$ cat src/rtl/vga_timing_gen_pkg.sv
// vga_timing_gen_pkg: default 640x480@60 timing constants and window decode helper
package vga_timing_gen_pkg;
  localparam int DEF_H_DISPLAY = 640;
  localparam int DEF_H_FRONT   = 16;
  localparam int DEF_H_SYNC    = 96;
  localparam int DEF_H_BACK    = 48;
  localparam int DEF_V_DISPLAY = 480;
  localparam int DEF_V_FRONT   = 10;
  localparam int DEF_V_SYNC    = 2;
  localparam int DEF_V_BACK    = 33;
  localparam int DEF_CLK_DIV   = 2;
  localparam bit DEF_SYNC_POL  = 1'b0;

  function automatic logic in_win(int v, int lo, int len);
    return v >= lo && v < lo + len;
  endfunction
endpackage

$ cat src/rtl/vga_timing_gen_tick_divider.sv
// tick_divider: one-clk strobe on the last of every DIV enabled clocks
module tick_divider #(
  parameter int DIV = 2
) (
  input  logic clk,
  input  logic reset,
  input  logic enable,
  output logic tick
);
  localparam int DW = DIV > 1 ? $clog2(DIV) : 1;
  logic [DW-1:0] r_cnt;
  logic          w_last;
  assign w_last = r_cnt == DW'(DIV - 1);
  assign tick   = enable && !reset && w_last;
  // count 0..DIV-1, frozen while disabled
  always_ff @(posedge clk)
    if (reset) r_cnt <= '0;
    else if (enable) r_cnt <= w_last ? '0 : r_cnt + 1'b1;
endmodule

$ cat src/rtl/vga_timing_gen.sv
// vga_timing_gen: pixel strobe, raster counters and registered sync/video decode
module vga_timing_gen
  import vga_timing_gen_pkg::*;
#(
  parameter int H_DISPLAY = DEF_H_DISPLAY,
  parameter int H_FRONT   = DEF_H_FRONT,
  parameter int H_SYNC    = DEF_H_SYNC,
  parameter int H_BACK    = DEF_H_BACK,
  parameter int V_DISPLAY = DEF_V_DISPLAY,
  parameter int V_FRONT   = DEF_V_FRONT,
  parameter int V_SYNC    = DEF_V_SYNC,
  parameter int V_BACK    = DEF_V_BACK,
  parameter int CLK_DIV   = DEF_CLK_DIV,
  parameter bit SYNC_POL  = DEF_SYNC_POL,
  localparam int H_TOTAL  = H_DISPLAY + H_FRONT + H_SYNC + H_BACK,
  localparam int V_TOTAL  = V_DISPLAY + V_FRONT + V_SYNC + V_BACK,
  localparam int HW       = $clog2(H_TOTAL),
  localparam int VW       = $clog2(V_TOTAL)
) (
  input  logic          clk,
  input  logic          reset,
  input  logic          enable,
  output logic          p_tick,
  output logic          hsync,
  output logic          vsync,
  output logic          video_on,
  output logic [HW-1:0] pixel_x,
  output logic [VW-1:0] pixel_y,
  output logic          line_start,
  output logic          frame_start
);
  logic [HW-1:0] r_x, w_x_nxt;
  logic [VW-1:0] r_y, w_y_nxt;
  logic          r_hs, r_vs, r_vid;
  logic          w_tick, w_eol, w_eof;

  tick_divider #(.DIV(CLK_DIV)) u_div (
    .clk    (clk),
    .reset  (reset),
    .enable (enable),
    .tick   (w_tick)
  );

  assign w_eol = r_x == HW'(H_TOTAL - 1);
  assign w_eof = r_y == VW'(V_TOTAL - 1);

  // next raster position, wrapping at line and frame ends
  always_comb begin
    w_x_nxt = w_eol ? '0 : r_x + 1'b1;
    w_y_nxt = !w_eol ? r_y : w_eof ? '0 : r_y + 1'b1;
  end

  // advance on the pixel strobe; sync/video decoded from the next position so they line up with the counters
  always_ff @(posedge clk)
    if (reset) begin
      r_x   <= '0;
      r_y   <= '0;
      r_hs  <= ~SYNC_POL;
      r_vs  <= ~SYNC_POL;
      r_vid <= 1'b1;
    end else if (w_tick) begin
      r_x   <= w_x_nxt;
      r_y   <= w_y_nxt;
      r_hs  <= in_win(int'(w_x_nxt), H_DISPLAY + H_FRONT, H_SYNC) ? SYNC_POL : ~SYNC_POL;
      r_vs  <= in_win(int'(w_y_nxt), V_DISPLAY + V_FRONT, V_SYNC) ? SYNC_POL : ~SYNC_POL;
      r_vid <= in_win(int'(w_x_nxt), 0, H_DISPLAY) && in_win(int'(w_y_nxt), 0, V_DISPLAY);
    end

  assign p_tick      = w_tick;
  assign hsync       = r_hs;
  assign vsync       = r_vs;
  assign video_on    = r_vid;
  assign pixel_x     = r_x;
  assign pixel_y     = r_y;
  assign line_start  = w_tick && r_x == '0;
  assign frame_start = w_tick && r_x == '0 && r_y == '0;
endmodule

$ cat config.mk
export PLATFORM = sky130hd
export DESIGN_NAME = vga_timing_gen
export DESIGN_NICKNAME = d
export VERILOG_FILES = /design/src/rtl/vga_timing_gen_pkg.sv /design/src/rtl/vga_timing_gen_tick_divider.sv /design/src/rtl/vga_timing_gen.sv
export SDC_FILE = /design/constraint.sdc
export NUM_CORES = 1
export LEC_CHECK = 0
export BUFFER_PORTS_ARGS = -buffer_cell sky130_fd_sc_hd__buf_2
export CAP_MARGIN = 0
export CORE_ASPECT_RATIO = 0.6
export CORE_MARGIN = 3
export CORE_UTILIZATION = 50
export DETAILED_ROUTE_END_ITERATION = 7
export GPL_TIMING_DRIVEN = 0
export PLACE_DENSITY = 0.76
export SLEW_MARGIN = 20
export SYNTH_ARGS = -nofsm -noshare
export SYNTH_HDL_FRONTEND = slang
export SYNTH_SLANG_ARGS = --single-unit
export TNS_END_PERCENT = 10
$ cat constraint.sdc
create_clock -name clk -period 1.7 [get_ports clk]
set_input_delay 0.34 -clock clk [delete_from_list [all_inputs] [get_ports clk]]
set_output_delay 0.34 -clock clk [all_outputs]
set_load 0.02 [all_outputs]
==> results.py <==
metrics = {
    "outcome": {
        "outcome": "finished, violations left",
        "violations": "setup timing",
    },
    "setup_path": {
        "end_kind": "register",
        "path_max_fanout": 9,
        "worstSetupStartpoint": "pixel_x[6]",
        "timing.rr.start": "pixel_x[6]",
        "r2r_cells": 6,
        "crit_type": "register to register",
        "worst-endpoint-arrival_ns": 2.09,
        "endpoint": "video_on",
        "r2r_slack_ns": -0.21,
        "cp.required_ns": 1.87,
        "r2r-end": "video_on",
        "worstSetupStartpointType": "register",
    },
    "pwr": {
        "peakVddDrop_mv": 0.405,
        "finalPower_mw": 1.08,
        "power_leakage_nw": 0.837,
        "p_per_area_nw_per_um2": 494,
    },
    "global_routing": {
        "grt_pass1_wl_mm": 7.58,
        "grt_use_total_pct": 24.7,
        "grt_pass1_vias": 1520,
        "grt_overflow": 0,
        "grt_antenna_before_repair": 0,
        "grt_max_degree": 14,
    },
    "detailed_routing": {
        "drt-total-wl_mm": 4.79,
        "first_pass_iters": 5,
        "drtIter0Drc": 201,
        "num_vias": 1761,
        "wl_per_cell_um": 16.4,
        "drtAntennaViolNets": 0,
        "drcViolationCount": 0,
        "vias_per_cell": 6.01,
    },
    "yosys": {
        "synth_cells": 204,
        "async_flop_share_pct": 0,
        "synth_edf_count": 0,
        "synth_largest_area_cell": "dfxtp_1",
        "synthMostInstantiatedCell": "dfxtp_1",
        "synth.distinct_cells": 52,
        "syn_avg_cell_area_um2": 7.85,
        "ys_ff_latch": 24,
        "synth.net_count": 211,
        "synth_top_cells_by_area": "dfxtp_1 30%, nor2_1 5.4%, a21oi_1 5.0%, nand2_1 4.9%, xnor2_1 3.3%",
        "yosysSeqAreaShare_pct": 30.0,
        "yosysTopAreaCellShare_pct": 30.0,
        "syn_area_um2": 1600,
        "yosysWarnings": 0,
        "synth_flop_cell": "dfxtp_1",
        "ys_top_cells_by_count": "24 x dfxtp_1, 23 x nor2_1, 21 x nand2_1",
    },
    "sta": {
        "tns_ns": -0.701,
        "fin_crit_sh_pct": 113,
        "report.final.slew_viol_count": 0,
        "slew_headroom_pct": 64.3,
        "setup_ws_ns": -0.214,
        "hold_viol": 0,
        "setup_viol": 7,
        "clock_skew_ns": 0.00278,
        "worst_pin_slew_ns": 0.535,
        "rsz0062_at_grt": "true",
        "max_freq_ghz": 0.523,
        "finalCriticalPeriod_ns": 1.91,
    },
    "cts": {
        "cts.sinks": 24,
        "insertion_delay_ns": 0.27,
        "cts_tree": "done",
        "clk_pin_slew_ns": 0.09,
        "htreeDepth": 1,
        "numCtsBuffers": 3,
        "clock_tree.root_cell": "clkbuf_8",
        "clockBufferDepth": 2,
    },
    "floorplan": {
        "die_w_um": 79.1,
        "rows": 15,
        "die_area_um2": 3940,
        "start_util_pct": 54.0,
        "die_y_um": 49.8,
        "ioPinCount": 29,
        "core_region_area_um2": 2970,
    },
    "final_layout": {
        "final_util_pct": 73.5,
        "n_fill_cell": 222,
        "regArea_um2": 502,
        "final_net_count": 259,
        "drive_gt1_share_pct": 39.4,
        "diodes": 0,
        "area_growth_pct": 36.2,
        "multi_input_area_um2": 1160,
        "stdcell_count": 293,
    },
    "placement": {
        "post-place-ws_ns": -0.279,
        "dp.cells": 273,
        "portBuffers": 27,
        "dp_hpwl_mm": 3.00,
        "gp_congestion": 0.885,
    },
    "flow_run": {
        "maxCapViolations": 0,
    },
    "hold_path": {
        "hold_class": "input pin to register",
    },
}
==> cells by family (layout without fill, tap and decap cells) <==
kind of cell,after synthesis,in the layout,synth area share (%)
buffers and inverters,21,68,7.34
adder cells (fa/ha/maj),4,4,3.13
multiplexers,3,3,1.88
XOR/XNOR,10,10,5.47
flip-flops,24,24,30.0
AND/OR/NAND/NOR,95,95,32.5
AO/OA/AOI/OAI,47,47,19.7
==> registers in the layout (all words and copies together) (netlist names) <==
name	count
hsync	1
pixel_x	10
pixel_y	10
u_div.r_cnt	1
video_on	1
vsync	1
==> where the power goes <==
part | total, mW | leakage [nW] | switching (mW) | internal (mW)
registers | 0.572 | 0.200 | 0.00719 | 0.565
logic | 0.103 | 0.608 | 0.0605 | 0.0426
clock network | 0.401 | 0.0288 | 0.194 | 0.207
total | 1.08 | 0.837 | 0.262 | 0.815
==> stage by stage <==
step                hold WS [ns]  cell area, µm²
global placement           0.469            1850
CTS                        0.295            2070
global route               0.306            2180
detailed placement         0.460            1850
floorplan                  0.477            1660
finish                     0.295            2180
==> cells in the final DEF (no fill, tap or decap), types with 7 or more instances in the layout <==
master / instances
dfxtp_2: 8
buf_4: 14
o21ai_0: 7
buf_2: 27
a21oi_1: 16
nand2_1: 19
nor2_1: 19
buf_6: 8
nand3_1: 7
inv_1: 7
nor3_1: 8
dfxtp_1: 13
==> per-layer routing <==
layer / track usage (%) / routed length [µm] / vias to the layer above
met5: 0 / 0 / -
met4: 6.57 / 96 / 0
met3: 5.66 / 511 / 15
met2: 33.0 / 1950 / 113
met1: 38.6 / 2240 / 800
li1: - / - / 833
==> area by class of cell <==
cell class | instances | area share [%]
Timing Repair Buffer | 43 | 12.3
Clock buffer | 4 | 2.52
Multi-Input combinational cell | 159 | 53.4
Tap cell | 42 | 2.41
Buffer | 12 | 4.82
Sequential cell | 24 | 23.0
Inverter | 9 | 1.55
==> critical path, stage by stage (launching register included) <==
cell and delay, ns:
dfxtp_4 0.39, or2_4 0.28, nor3_4 0.37, a21o_1 0.18, a211oi_2 0.07, buf_4 0.16
o41ai_2 0.35
==> what timing repair did <==
item                                    CTS  global route
buffers inserted                         11             5
hold buffers                              0             0
gates cloned                              0             0
endpoints found under the setup margin   18            18
pin swaps                                13            10
resized for setup                        25            20
==> worst min-delay path by stage <==
| stage | end | slack (ns) | from | depth (start not counted) |
|---|---|---|---|---|
| 2_1_floorplan | u_div.r_cnt | 0.48 | enable | 2 |
| 3_3_place_gp | video_on | 0.47 | video_on | 2 |
| 4_1_cts | pixel_x[8] | 0.29 | reset | 2 |
| 3_5_place_dp | video_on | 0.46 | video_on | 2 |
| 5_1_grt | pixel_x[8] | 0.31 | reset | 2 |
| 6_report | pixel_x[8] | 0.29 | reset | 2 |
No activity file was read; power rests on OpenSTA's default activity.
